$ cat src/rtl/rv_core_pkg.sv
// Shared core types for the register-file write-back path: data width,
// register index width and the buffered write-back entry.
package rv_core_pkg;

  localparam int XLEN       = 32;
  localparam int REG_ADDR_W = 5;
  localparam int NUM_REGS   = 1 << REG_ADDR_W;

  typedef struct packed {
    logic [REG_ADDR_W-1:0] rd;
    logic [XLEN-1:0]       wd;
  } wb_entry_t;

  // One-hot mask for a register index; x0 never maps to a bit.
  function automatic logic [NUM_REGS-1:0] reg_bit(input logic [REG_ADDR_W-1:0] r);
    logic [NUM_REGS-1:0] m;
    m = '0;
    if (r != '0) m[r] = 1'b1;
    return m;
  endfunction

endpackage

$ cat src/rtl/regfile_wb_fifo.sv
// Two-entry FIFO holding MDU write-back results until a write-port slot
// is free. Push is ignored when full, pop is ignored when empty.
module regfile_wb_fifo
  import rv_core_pkg::*;
(
  input  logic      clk,
  input  logic      rst,
  input  logic      push,
  input  logic      pop,
  input  wb_entry_t din,
  output logic      full,
  output logic      empty,
  output wb_entry_t head
);

  wb_entry_t  mem [2];
  logic       rd_ptr;
  logic       wr_ptr;
  logic [1:0] count;
  logic       push_ok;
  logic       pop_ok;

  assign full    = (count == 2'd2);
  assign empty   = (count == 2'd0);
  assign push_ok = push && !full;
  assign pop_ok  = pop && !empty;
  assign head    = mem[rd_ptr];

  always_ff @(posedge clk) begin
    if (rst) begin
      mem[0] <= '0;
      mem[1] <= '0;
      rd_ptr <= 1'b0;
      wr_ptr <= 1'b0;
      count  <= 2'd0;
    end else begin
      if (push_ok) begin
        mem[wr_ptr] <= din;
        wr_ptr      <= ~wr_ptr;
      end
      if (pop_ok) rd_ptr <= ~rd_ptr;
      case ({push_ok, pop_ok})
        2'b10:   count <= count + 2'd1;
        2'b01:   count <= count - 2'd1;
        default: count <= count;
      endcase
    end
  end

endmodule

$ cat src/rtl/regfile_wb_arbiter.sv
// Arbitrates the register file write port between the WB stage and buffered
// MDU results, and tracks pending MDU destinations for the hazard unit.
module regfile_wb_arbiter
  import rv_core_pkg::*;
#(
  parameter int XLEN       = rv_core_pkg::XLEN,
  parameter int STARVE_MAX = 4
) (
  input  logic                  clk,
  input  logic                  rst,
  input  logic                  pipe_we,
  input  logic [REG_ADDR_W-1:0] pipe_rd,
  input  logic [XLEN-1:0]       pipe_wd,
  input  logic                  mdu_valid,
  output logic                  mdu_ready,
  input  logic [REG_ADDR_W-1:0] mdu_rd,
  input  logic [XLEN-1:0]       mdu_wd,
  input  logic                  issue_v,
  input  logic [REG_ADDR_W-1:0] issue_rd,
  input  logic [REG_ADDR_W-1:0] rs1,
  input  logic [REG_ADDR_W-1:0] rs2,
  input  logic [REG_ADDR_W-1:0] rd,
  output logic                  busy_rs1,
  output logic                  busy_rs2,
  output logic                  busy_rd,
  output logic                  stall_req,
  output logic                  proto_err,
  output logic                  rf_we,
  output logic [REG_ADDR_W-1:0] rf_a3,
  output logic [XLEN-1:0]       rf_wd3
);

  localparam logic [3:0] STARVE_TH = 4'(STARVE_MAX);

  wb_entry_t           head;
  wb_entry_t           push_entry;
  logic                full;
  logic                empty;
  logic                push;
  logic                pipe_req;
  logic                take_buf;
  logic                take_pipe;
  logic [3:0]          starve_cnt;
  logic [3:0]          starve_nxt;
  logic [NUM_REGS-1:0] sb;
  logic [NUM_REGS-1:0] sb_nxt;

  assign pipe_req   = pipe_we && (pipe_rd != '0);
  // Once stall_req is up the head must win, even if the WB stage breaks contract.
  assign take_buf   = !empty && (stall_req || !pipe_req);
  assign take_pipe  = !take_buf && pipe_req;
  assign mdu_ready  = !full;
  assign push       = mdu_valid && !full && (mdu_rd != '0);
  assign push_entry = '{rd: mdu_rd, wd: mdu_wd};

  regfile_wb_fifo u_fifo (
    .clk   (clk),
    .rst   (rst),
    .push  (push),
    .pop   (take_buf),
    .din   (push_entry),
    .full  (full),
    .empty (empty),
    .head  (head)
  );

  always_comb begin
    starve_nxt = starve_cnt;
    if (empty || take_buf) starve_nxt = 4'd0;
    else if (starve_cnt != 4'hF) starve_nxt = starve_cnt + 4'd1;
  end

  // Clear is applied before set so a fresh issue to the same rd survives the pop.
  always_comb begin
    sb_nxt = sb;
    if (take_buf) sb_nxt = sb_nxt & ~reg_bit(head.rd);
    if (issue_v)  sb_nxt = sb_nxt | reg_bit(issue_rd);
  end

  always_ff @(posedge clk) begin
    if (rst) begin
      rf_we      <= 1'b0;
      rf_a3      <= '0;
      rf_wd3     <= '0;
      sb         <= '0;
      starve_cnt <= 4'd0;
      stall_req  <= 1'b0;
      proto_err  <= 1'b0;
    end else begin
      if (take_buf) begin
        rf_we  <= 1'b1;
        rf_a3  <= head.rd;
        rf_wd3 <= head.wd;
      end else if (take_pipe) begin
        rf_we  <= 1'b1;
        rf_a3  <= pipe_rd;
        rf_wd3 <= pipe_wd;
      end else begin
        rf_we  <= 1'b0;
        rf_a3  <= '0;
        rf_wd3 <= '0;
      end
      sb         <= sb_nxt;
      starve_cnt <= starve_nxt;
      stall_req  <= (starve_nxt >= STARVE_TH);
      if (pipe_we && stall_req) proto_err <= 1'b1;
    end
  end

  assign busy_rs1 = (rs1 != '0) && sb[rs1];
  assign busy_rs2 = (rs2 != '0) && sb[rs2];
  assign busy_rd  = (rd  != '0) && sb[rd];

endmodule

$ cat config.mk
export PLATFORM = sky130hd
export DESIGN_NAME = regfile_wb_arbiter
export DESIGN_NICKNAME = d
export VERILOG_FILES = /design/src/rtl/rv_core_pkg.sv /design/src/rtl/regfile_wb_fifo.sv /design/src/rtl/regfile_wb_arbiter.sv
export SDC_FILE = /design/constraint.sdc
export NUM_CORES = 1
export LEC_CHECK = 0
export CORE_UTILIZATION = 46
export CTS_CLUSTER_DIAMETER = 40
export DETAILED_ROUTE_END_ITERATION = 10
export GPL_TIMING_DRIVEN = 0
export PLACE_DENSITY = 0.78
export REMOVE_ABC_BUFFERS = 1
export SETUP_SLACK_MARGIN = 0.1
export SYNTH_ARGS = -nofsm -noshare
export SYNTH_HDL_FRONTEND = slang
export SYNTH_SLANG_ARGS = --single-unit
$ cat constraint.sdc
create_clock -name clk -period 4.1 [get_ports clk]
set_clock_uncertainty 0.1 [all_clocks]
set_input_delay 0.41 -clock clk [delete_from_list [all_inputs] [get_ports clk]]
set_output_delay 0.41 -clock clk [all_outputs]
set_load 0.02 [all_outputs]
==> Word-level counts from Yosys, hierarchy flattened <==
Memories as Yosys holds them, arrays and structs flattened. A register that Yosys moved wholly into a read port is not among the register bits.
Index checks and enable logic that the tools add are counted.
{ "classes": {"n_addsub": 3, "magnitude_cmp": 8, "n_eq_ne": 4, "mux": 35, "bitwise_logic": 5, "reduce_logical": 29} }
{ "ops": {"columns": ["op", "count"], "rows": [
  ["2-to-1 mux 32 bit", 8],
  ["2-to-1 mux 37 bit", 1],
  ["OR reduction 37 bit", 1],
  ["nonzero test 5 bit", 7],
  ["bitwise AND 32 bit", 1],
  ["inverter 32 bit", 1],
  ["OR 32 bit", 1],
  ["< comparator 5 x 6 -> 1 bit (second input constant)", 5],
  ["2-to-1 mux 1 bit", 16],
  ["binary-select mux 1 bit (select 5 bit)", 3],
  ["logical AND 1 bit", 13],
  ["demux 1 bit (select 5 bit)", 2],
  [">= comparator 5 x 1 -> 1 bit (second input constant)", 2],
  ["2-to-1 mux 5 bit", 2],
  ["2-to-1 mux 4 bit", 2],
  ["adder 4 x 1 -> 4 bit (second input constant)", 1],
  ["== test 2 bit (second input constant)", 2],
  [">= comparator 4 x 3 -> 1 bit (second input constant)", 1],
  ["zero test 1 bit", 4],
  ["!= test 4 bit (second input constant)", 1],
  ["one-hot mux 2 bit (2 select lines)", 1],
  ["adder 2 x 1 -> 2 bit (second input constant)", 1],
  ["== test 2 x 1 -> 1 bit (second input constant)", 1],
  ["zero test 2 bit", 1],
  ["4 further kinds", 6]
]} }
{ "totals": {"reg_bits": 80, "ramBits": 74, "input_bits": 99, "output_inout_bits": 44, "wordCells": 95, "mem_count": 1} }
{ "mem_list": {"columns": ["name", "words", "width", "rd", "rd_clocked_by_memory_dff", "wr", "line", "text"], "rows": [
  ["u_fifo.mem", 2, 37, 1, 1, 2, "regfile_wb_fifo.sv:16", "wb_entry_t mem [2];"]
]} }

==> Longest topological paths before layout <==
Gate-level depths: netlist of the first run.
{ "depth": {"ltp_word": 11, "ltp_mapped": 7, "ltp_nobuf": 7} }

==> Modules after synthesis <==
From an unflattened synthesis of the first run, not the netlist that was laid out.
{ "hier_totals": {"cells_unflattened": 669, "area_unflattened_um2": 7179.4} }
{ "by_module_without_submodules": {"columns": ["mod", "n_inst", "cells_per_inst", "area_each_um2", "seq_area_each_um2"], "rows": [
  ["regfile_wb_arbiter", 1, 404, 3713.6, 1521.5],
  ["regfile_wb_fifo", 1, 265, 3465.8, 2322.2]
]} }

==> Worst setup path before layout of the first run <==
No wires, ideal clock.
{ "synth_path": {"path_type": "flip-flop to flip-flop", "start": "register u_fifo.count[0]", "end": "memory u_fifo.mem[0][0] (netlist name) (enable)", "setup_time_ns": 0.439, "arrival_time_ns": 2.650, "required_time_ns": 3.561, "setup_slack_ns": 0.911, "stages_incl_launch_ff": 4, "n_path_buf": 0, "period_less_slack_ns": 3.189, "path_cell_list": "dfxtp_1 -> nand2b_1 -> o211ai_2 -> o21bai_1"} }
{ "synth_rtl": {"columns": ["item", "line", "text"], "rows": [
  ["start: declaration", "regfile_wb_fifo.sv:19", "logic [1:0] count;"],
  ["start signal: assignment", "regfile_wb_fifo.sv:43", "2'b10: count <= count + 2'd1;"],
  ["start signal: assignment", "regfile_wb_fifo.sv:44", "2'b01: count <= count - 2'd1;"],
  ["start signal: assignment", "regfile_wb_fifo.sv:45", "default: count <= count;"],
  ["end: declaration", "regfile_wb_fifo.sv:16", null]
]} }

==> Final worst setup path of the first run <==
{ "layout_path": {"start": "input rs1[2]", "end": "output busy_rs1"} }
{ "layout_between": {"elab_chain_len": 3, "word_cells_on_any_way": 4, "classes_between": "mux (2); reduce/logical (2)"} }
{ "layout_rtl": {"columns": ["item", "line", "text"], "rows": [
  ["start: declaration", "regfile_wb_arbiter.sv:20", "input logic [REG_ADDR_W-1:0] rs1,"],
  ["binary-select mux 1 bit (select 5 bit)", "regfile_wb_arbiter.sv:110", "assign busy_rs1 = (rs1 != '0) && sb[rs1];"],
  ["2-to-1 mux 1 bit (implied by the code)", "regfile_wb_arbiter.sv:110", null],
  ["logical AND 1 bit *", "regfile_wb_arbiter.sv:110", null],
  ["end: declaration", "regfile_wb_arbiter.sv:23", "output logic busy_rs1,"]
]} }
Every way passes the cells marked *; elsewhere a longest branch is shown, timed or not. The select of a mux whose other input is x is not followed.

==> flow_summary.json, run 1 <==
{
  "fin_util": 0.608,
  "synthTopCellsByArea": "edfxtp_1 (30%), dfxtp_1 (21%), mux4_1 (7.4%)",
  "synth-seq-cells": 154,
  "antenna_found_initial": 0,
  "synthMuxAreaShare": 0.160,
  "grt_pass1_wl_um": 28200,
  "synth_most_common_cell": "dfxtp_1",
  "gr-total-overflow": 0,
  "die_area_mm2": 0.0168,
  "synthTopCellsByCount": "dfxtp_1 (80), and2_1 (74), edfxtp_1 (74)",
  "crit_top_cell": "clkdlybuf4s50_1",
  "cts_tree": "yes",
  "pwr-share-comb": 0.241,
  "clock_latency_ns": 0.41,
  "crit_chain": "clkdlybuf4s50_1 -> mux4_1 -> mux2i_1 -> nor2_1 -> or4_1 -> clkdlybuf4s50_1",
  "syn_area_per_cell_um2": 11.8,
  "cp.buffers_inverters": 2,
  "fin_nets": 849,
  "die_h_um": 130,
  "multi_input_area_mm2": 0.00338,
  "cts_buffer_depth": 2,
  "max_freq_mhz": 282,
  "worst-path-stages": 6,
  "powerDensity_mw_per_mm2": 472,
  "yosysWarnings": 0,
  "grt_max_degree": 53,
  "p_sw_frac": 0.286,
  "numCtsBuffers": 17,
  "fin_ws_ns": 0.560,
  "antenna_cells": 0,
  "critPathArrivalTime_ns": 3.03,
  "synth_cells": 632,
  "crit_type": "in2out",
  "seqCellArea_mm2": 0.00382,
  "end_kind": "primary output",
  "worstPathMaxFanout": 8,
  "worst_pin_slew_ns": 1.25,
  "clock_sinks": 154,
  "drt_iter0_drc": 312,
  "wl_um": 17700,
  "gp_congestion": 0.812,
  "crit_family": "buffers and inverters",
  "drv_slew": 0,
  "layoutNonFillerInstCount": 977,
  "detail_route.wl_per_cell_um": 18.1,
  "start_util": 0.471,
  "hold_buffers": 0,
  "slew_headroom": 0.166,
  "final_antenna_net_count": 0,
  "vias": 5592,
  "io_pins": 143,
  "area_growth_pct": 28.9,
  "synth_xor_area_frac": 0.00468,
  "postCtsResizedCells": 0,
  "async_flop_share": 0,
  "crit_slowest_cell": "clkdlybuf4s50_1",
  "setup_viol": 0,
  "cts_root_buffer": "clkbuf_16",
  "rsz0062_at_grt": "no",
  "p_leak_nw": 3.50,
  "rows": 46,
  "core_mm2": 0.0159,
  "worstPathRequired_ns": 3.59,
  "yosys.area.top_type": "edfxtp_1",
  "synth_top_family_by_area": "simple AND/OR/NAND/NOR gates",
  "min_period_over_period": 0.863,
  "cpPeakStageDelay_ns": 0.77,
  "synth_compound_area_frac": 0.116,
  "drc": 0,
  "yosysTopAreaCellShare": 0.297,
  "peakVddDrop_mv": 0.309,
  "viasPerCell": 5.72,
  "r2r.worst_path.cells": 5,
  "synth-edff-count": 74,
  "grt_pass1_vias": 5719,
  "yosysUniqueCellTypes": 40,
  "synth_ff_type": "dfxtp_1",
  "firstDrtPassIters": 4,
  "synth_fa_ha_area_frac": 0.00334,
  "cts_setup_buffers": 0,
  "hold_viol_final": 0,
  "clockPowerShare": 0.341,
  "p_switching_mw": 1.31,
  "numPortBuffers": 142,
  "grtUsageTotal": 0.220,
  "total_power_mw": 4.56,
  "cp-start-kind": "primary input",
  "cts_max_level": 4,
  "min_path_type": "reg2reg",
  "cap_violations": 0,
  "p_seq_frac": 0.418,
  "dpl.hpwl_um": 12400,
  "syn-cell-area_mm2": 0.00749,
  "min_path_cells": 2,
  "place_ws_ns": 0.553,
  "clkTransAtPathRegs_ns": 0.06,
  "die_w_um": 130,
  "min_period_ns": 3.54,
  "drive_above_1_share": 0.121,
  "p_int_mw": 3.25,
  "place_inst": 945,
  "yosysSeqAreaShare": 0.511,
  "status": "finished clean",
  "fillers": 1238,
  "synth-simple-area-share": 0.162
}
-- worst register-to-register path, cell delays in order, from the launching register on --
cell and delay [ns]:
dfxtp_1 0.36, nor2_1 0.82, nor2_1 0.12, ha_1 0.37
or3_1 0.42, a21oi_1 0.14
-- kinds of logic (layout without fill, tap and decap cells) --
kind of cell / after synthesis / after routing
adders and majority gates: 2 / 2
muxes: 81 / 81
AOI/OAI and AO/OA: 115 / 115
xor gates and xnor gates: 4 / 4
and+or+nand+nor: 220 / 220
DFF: 154 / 154
buffers and inverters: 56 / 185
-- routing by layer --
layer	global-route usage	vias to the layer above	wire length [µm]
met2	0.384	215	8830
met4	0.0930	0	358
met3	0.0698	37	1290
met5	0	-	0
li1	-	2643	-
met1	0.249	2697	7180
-- power groups by stage --
stage	logic, mW	clock network, mW	registers (mW)
6_report	1.10	1.56	1.91
3_3_place_gp	0.978	0	1.96
3_5_place_dp	1.09	0	1.94
5_1_grt	1.18	1.64	1.93
4_1_cts	1.10	1.57	1.91
2_1_floorplan	0.574	0	1.98
-- cell usage in the layout, fill, tap and decap left out, types with 31 or more instances in the layout --
cell	n
clkdlybuf4s50_1	141
dfxtp_1	79
and2_1	74
edfxtp_1	74
nor2_1	59
nand2_1	42
a21oi_1	38
mux2_2	36
a32oi_1	36
a311oi_1	31
-- worst paths after layout --
kind	startpoint	to	slack [ns]
setup / recovery	rs1[2]	busy_rs1	0.56
hold / removal	proto_err$_SDFFE_PP0P_	proto_err$_SDFFE_PP0P_	0.37
setup reg to reg	u_fifo.count[0]$_SDFFE_PP0P_	u_fifo.count[1]$_SDFFE_PP0P_	1.71
hold reg to reg	proto_err$_SDFFE_PP0P_	proto_err$_SDFFE_PP0P_	0.37
-- state kept, by name, indices dropped and copies added (netlist names), 2 cells and up, named ones only --
name / cells
starve_cnt: 4
sb: 31
rf_wd3: 32
u_fifo.count: 2
u_fifo.mem: 74
rf_a3: 5
-- through the flow --
stage	hold WS [ns]	setup TNS, ns	cell area (µm²)
after floorplan	0.374	0	7180
after global placement	0.353	-276.49	8870
after detailed placement	0.363	0	9050
after CTS	0.363	0	9650
after global routing	0.393	0	9650
final	0.368	0	9650
-- layout make-up --
cell class,instances,share of cell area
timing repair buffer,150,0.162
inverter,3,0.00117
multi-input combinational,422,0.350
clock inverter,9,0.00817
clock buffer,23,0.0539
sequential,154,0.396
tap,216,0.0280
No activity file was read; power rests on OpenSTA's default activity.
==> run 2: changes to the inputs <==
--- a/config.mk
+++ b/config.mk
@@ -6,6 +6,7 @@
 export NUM_CORES = 1
 export LEC_CHECK = 0
 export CORE_UTILIZATION = 46
+export CTS_BUF_LIST = sky130_fd_sc_hd__clkbuf_8
 export CTS_CLUSTER_DIAMETER = 40
 export DETAILED_ROUTE_END_ITERATION = 10
 export GPL_TIMING_DRIVEN = 0
==> flow_summary.json, run 2 (same netlist as run 1, synthesis figures left out) <==
{
  "crit_chain": "clkdlybuf4s50_1 -> mux4_1 -> mux2i_1 -> nor2_1 -> or4_1 -> clkdlybuf4s50_1",
  "numPortBuffers": 142,
  "powerDensity_mw_per_mm2": 444,
  "fin_nets": 849,
  "postPlaceCellArea_mm2": 0.00905,
  "cts_max_level": 4,
  "die_h_um": 130,
  "fin_ws_ns": 0.560,
  "hold_viol_final": 0,
  "holdWs_ns": 0.335,
  "top_regs": "u_fifo.mem: 74 flops, rf_wd3: 32 flops, sb: 31 flops",
  "die_w_um": 130,
  "grt_pass1_vias": 5727,
  "rrSetupSlack_ns": 1.72,
  "max_freq_mhz": 282,
  "grtUsageTotal": 0.220,
  "worst_pin_slew_ns": 1.33,
  "min_period_ns": 3.54,
  "critPathArrivalTime_ns": 3.03,
  "clkTransAtPathRegs_ns": 0.08,
  "numCtsBuffers": 17,
  "gr-usage-met2": 0.382,
  "gp_congestion": 0.812,
  "gr-total-overflow": 0,
  "cp-start-kind": "primary input",
  "rsz0062_at_grt": "no",
  "drt_iter0_drc": 371,
  "cpPeakStageDelay_ns": 0.77,
  "dpl.hpwl_um": 12400,
  "status": "finished clean",
  "place_inst": 945,
  "fillers": 1280,
  "area_growth_pct": 26.5,
  "wl_um": 17700,
  "stdcell_area_mm2": 0.00947,
  "p_leak_nw": 3.42,
  "peakVddDrop_mv": 0.249,
  "vias": 5600,
  "crit-reg2reg-capture": "rf_wd3[25]$_SDFF_PP0_",
  "viasPerCell": 5.73,
  "clock_sinks": 154,
  "slew_headroom": 0.115,
  "place_ws_ns": 0.553,
  "cts_root_buffer": "clkbuf_8",
  "postCtsResizedCells": 0,
  "start_util": 0.471,
  "final_common_cell": "clkdlybuf4s50_1",
  "critPathLaunch": "rs1[2]",
  "cap_violations": 0,
  "cts_buffer_depth": 2,
  "grt_pass1_wl_um": 28200,
  "met3_usage": 0.0656,
  "crit_family": "buffers and inverters",
  "min_path_type": "in2reg",
  "worstPathMaxFanout": 8,
  "clock_latency_ns": 0.44,
  "fin_util": 0.596,
  "die_area_mm2": 0.0168,
  "detail_route.wl_per_cell_um": 18.1,
  "largest_reg_flops": 74,
  "core_mm2": 0.0159,
  "worstPathRequired_ns": 3.59,
  "cts_tree": "yes",
  "grt_use_met1": 0.245,
  "final_antenna_net_count": 0,
  "crit_path_end": "busy_rs1",
  "antenna_cells": 0,
  "cp.buffers_inverters": 2,
  "hold_buffers": 0,
  "crit_top_cell": "clkdlybuf4s50_1",
  "busiest_layer": "met2",
  "layoutNonFillerInstCount": 977,
  "r2r.worst_path.cells": 5,
  "largest-register": "u_fifo.mem",
  "drc": 0,
  "setup_viol": 0,
  "firstDrtPassIters": 5,
  "io_pins": 143,
  "layout_common_cells": "clkdlybuf4s50_1 (141), dfxtp_1 (79), and2_1 (74), edfxtp_1 (74), nor2_1 (59)",
  "r2r_start": "u_fifo.count[0]$_SDFFE_PP0P_",
  "end_kind": "primary output",
  "crit_type": "in2out",
  "worst-path-stages": 6,
  "drv_slew": 0,
  "rows": 46,
  "crit_slowest_cell": "clkdlybuf4s50_1",
  "grt_max_degree": 53,
  "antenna_found_initial": 0,
  "min_period_over_period": 0.864,
  "min_path_cells": 2,
  "cts_setup_buffers": 0,
  "drive_above_1_share": 0.121
}
## run 2: changes by cell type in the layout (fill, tap and decap cells not counted), sizes merged
cell    change
inv         +1
bufinv      +2
clkbuf      -3
## run 2: layout make-up
cell class | count | area (µm²) | share of cell area
repair buffers | 150 | 1560 | 0.165
inverters | 3 | 11.3 | 0.00119
multi-input cells | 422 | 3380 | 0.357
clock buffers | 20 | 275 | 0.0291
clock inverters | 12 | 143 | 0.0151
flip-flops and latches | 154 | 3820 | 0.404
well taps | 216 | 270 | 0.0285
## run 2: worst min-delay path by stage
stage / start / endpoint / slack [ns]
after floorplan: u_fifo.rd_ptr$_SDFFE_PP0N_ / flop / 0.37
after global placement: proto_err$_SDFFE_PP0P_ / proto_err$_SDFFE_PP0P_ / 0.35
after detailed placement: proto_err$_SDFFE_PP0P_ / proto_err$_SDFFE_PP0P_ / 0.36
after CTS: rst / rf_wd3[3]$_SDFF_PP0_ / 0.32
after global routing: rst / rf_wd3[27]$_SDFF_PP0_ / 0.35
final: rst / rf_wd3[3]$_SDFF_PP0_ / 0.33
## run 2: layer usage
metal	wire length, µm	up-vias
met1	6800	2653
met2	8900	273
met4	535	0
met3	1460	45
met5	0	-
li1	-	2629
## run 2: power breakdown
group / switching (mW) / internal, mW
combinational: 0.614 / 0.486
clock: 0.557 / 0.648
sequential: 0.0930 / 1.81
## run 2: per-stage QoR
stage,setup TNS (ns),power [mW]
finish,0,4.21
global route,0,4.38
CTS,0,4.22
detailed placement,0,3.02
global placement,-276.49,2.93
floorplan,0,2.55
==> run 3: changes to the inputs <==
--- a/config.mk
+++ b/config.mk
@@ -9,7 +9,6 @@
 export CTS_BUF_LIST = sky130_fd_sc_hd__clkbuf_8
 export CTS_CLUSTER_DIAMETER = 40
 export DETAILED_ROUTE_END_ITERATION = 10
-export GPL_TIMING_DRIVEN = 0
 export PLACE_DENSITY = 0.78
 export REMOVE_ABC_BUFFERS = 1
 export SETUP_SLACK_MARGIN = 0.1
==> flow_summary.json, run 3 (same netlist as run 1, synthesis figures left out) <==
{
  "viasPerCell": 5.79,
  "critPathArrivalTime_ns": 2.97,
  "cpPeakStageDelay_ns": 0.70,
  "area_growth_pct": 26.2,
  "seqCellArea_mm2": 0.00382,
  "cp-start-kind": "primary input",
  "p_leak_nw": 3.40,
  "final_antenna_net_count": 0,
  "drt_iter0_drc": 347,
  "drive_above_1_share": 0.119,
  "postCtsResizedCells": 0,
  "drc": 0,
  "hold_buffers": 0,
  "cts_setup_buffers": 0,
  "grt_max_degree": 53,
  "fin_util": 0.595,
  "peakVddDrop_mv": 0.268,
  "hold_viol_final": 0,
  "multi_input_area_mm2": 0.00338,
  "min_period_over_period": 0.849,
  "slew_headroom": 0.240,
  "rows": 46,
  "clock_latency_ns": 0.45,
  "end_kind": "primary output",
  "worst_pin_slew_ns": 1.14,
  "grt_pass1_vias": 5726,
  "crit_top_cell": "clkdlybuf4s50_1",
  "min_period_ns": 3.48,
  "firstDrtPassIters": 7,
  "die_w_um": 130,
  "stdcell_area_mm2": 0.00945,
  "wl_um": 18300,
  "total_power_mw": 4.37,
  "final_common_cell": "clkdlybuf4s50_1",
  "min_path_type": "reg2reg",
  "powerDensity_mw_per_mm2": 463,
  "die_area_mm2": 0.0168,
  "status": "finished clean",
  "antenna_cells": 0,
  "postPlaceCellArea_mm2": 0.00895,
  "cts_max_level": 4,
  "io_pins": 143,
  "crit_type": "in2out",
  "start_util": 0.471,
  "gp_congestion": 0.937,
  "worstPathRequired_ns": 3.59,
  "clock_sinks": 154,
  "numPortBuffers": 142,
  "numCtsBuffers": 17,
  "cts_root_buffer": "clkbuf_8",
  "rsz0062_at_grt": "no",
  "largest_reg_flops": 74,
  "core_mm2": 0.0159,
  "clkTransAtPathRegs_ns": 0.08,
  "detail_route.wl_per_cell_um": 18.8,
  "layout_common_cells": "clkdlybuf4s50_1 (141), dfxtp_1 (79), and2_1 (74), edfxtp_1 (74), nor2_1 (59)",
  "grtUsageTotal": 0.229,
  "dpl.hpwl_um": 12700,
  "antenna_found_initial": 0,
  "cts_buffer_depth": 2,
  "fin_nets": 847,
  "drv_slew": 0,
  "setup_tns_ns": 0,
  "largest-register": "u_fifo.mem",
  "worstPathMaxFanout": 8,
  "gr-total-overflow": 0,
  "grt_pass1_wl_um": 28900,
  "crit_chain": "clkdlybuf4s50_1 -> mux4_1 -> mux2i_1 -> nor2_1 -> or4_1 -> clkdlybuf4s50_1",
  "setup_viol": 0,
  "cap_violations": 0,
  "die_h_um": 130,
  "cts_tree": "yes",
  "top_regs": "u_fifo.mem: 74 flops, rf_wd3: 32 flops, sb: 31 flops",
  "max_freq_mhz": 287,
  "fillers": 1289,
  "crit_slowest_cell": "clkdlybuf4s50_1",
  "vias": 5650
}
==> run 3: stage by stage <==
| stage | setup slack (ns) | instances | hold slack (ns) |
|---|---|---|---|
| after floorplan | 0.360 | 579 | 0.374 |
| after global placement | 0.698 | 943 | 0.353 |
| after detailed placement | 0.602 | 943 | 0.359 |
| after CTS | 0.588 | 975 | 0.378 |
| after global routing | 0.470 | 975 | 0.410 |
| final | 0.617 | 975 | 0.370 |
==> run 3: path summary, 6_finish.rpt <==
| check | depth (start not counted) | slack (ns) | endpoint | start |
|---|---|---|---|---|
| setup / recovery | 6 | 0.62 | busy_rs2 | rs2[2] |
| setup reg to reg | 4 | 1.79 | u_fifo.mem[1][22]$_SDFFCE_PN0P_ | u_fifo.count[0]$_SDFFE_PP0P_ |
| hold / removal | 2 | 0.37 | proto_err$_SDFFE_PP0P_ | proto_err$_SDFFE_PP0P_ |
| hold reg to reg | 2 | 0.37 | proto_err$_SDFFE_PP0P_ | proto_err$_SDFFE_PP0P_ |
==> run 3: power by group <==
| group | total, mW | internal [mW] | leakage, nW | switching (mW) |
|---|---|---|---|---|
| Combinational | 1.04 | 0.452 | 1.72 | 0.586 |
| Clock | 1.43 | 0.849 | 0.243 | 0.576 |
| Sequential | 1.91 | 1.81 | 1.44 | 0.0982 |
==> run 3: cell type report <==
type,count,area share
inverter,3,0.00119
timing repair buffer,148,0.155
sequential,154,0.405
tap,216,0.0286
clock inverter,15,0.0286
multi-input combinational,422,0.357
clock buffer,17,0.0248
==> run 3: layer usage <==
layer | GRT usage | vias to the layer above | share of wire | routed length, µm
li1 | - | 2630 | - | -
met5 | 0 | - | 0 | 0
met2 | 0.393 | 229 | 0.51 | 9260
met3 | 0.0677 | 44 | 0.074 | 1350
met4 | 0.111 | 0 | 0.031 | 567
met1 | 0.262 | 2747 | 0.39 | 7140
==> run 3: critical path: cells and delay by family <==
family	cells	cell delay, ns
multiplexers	2	0.78
buffers and inverters	2	1.26
AND/OR/NAND/NOR	2	0.51
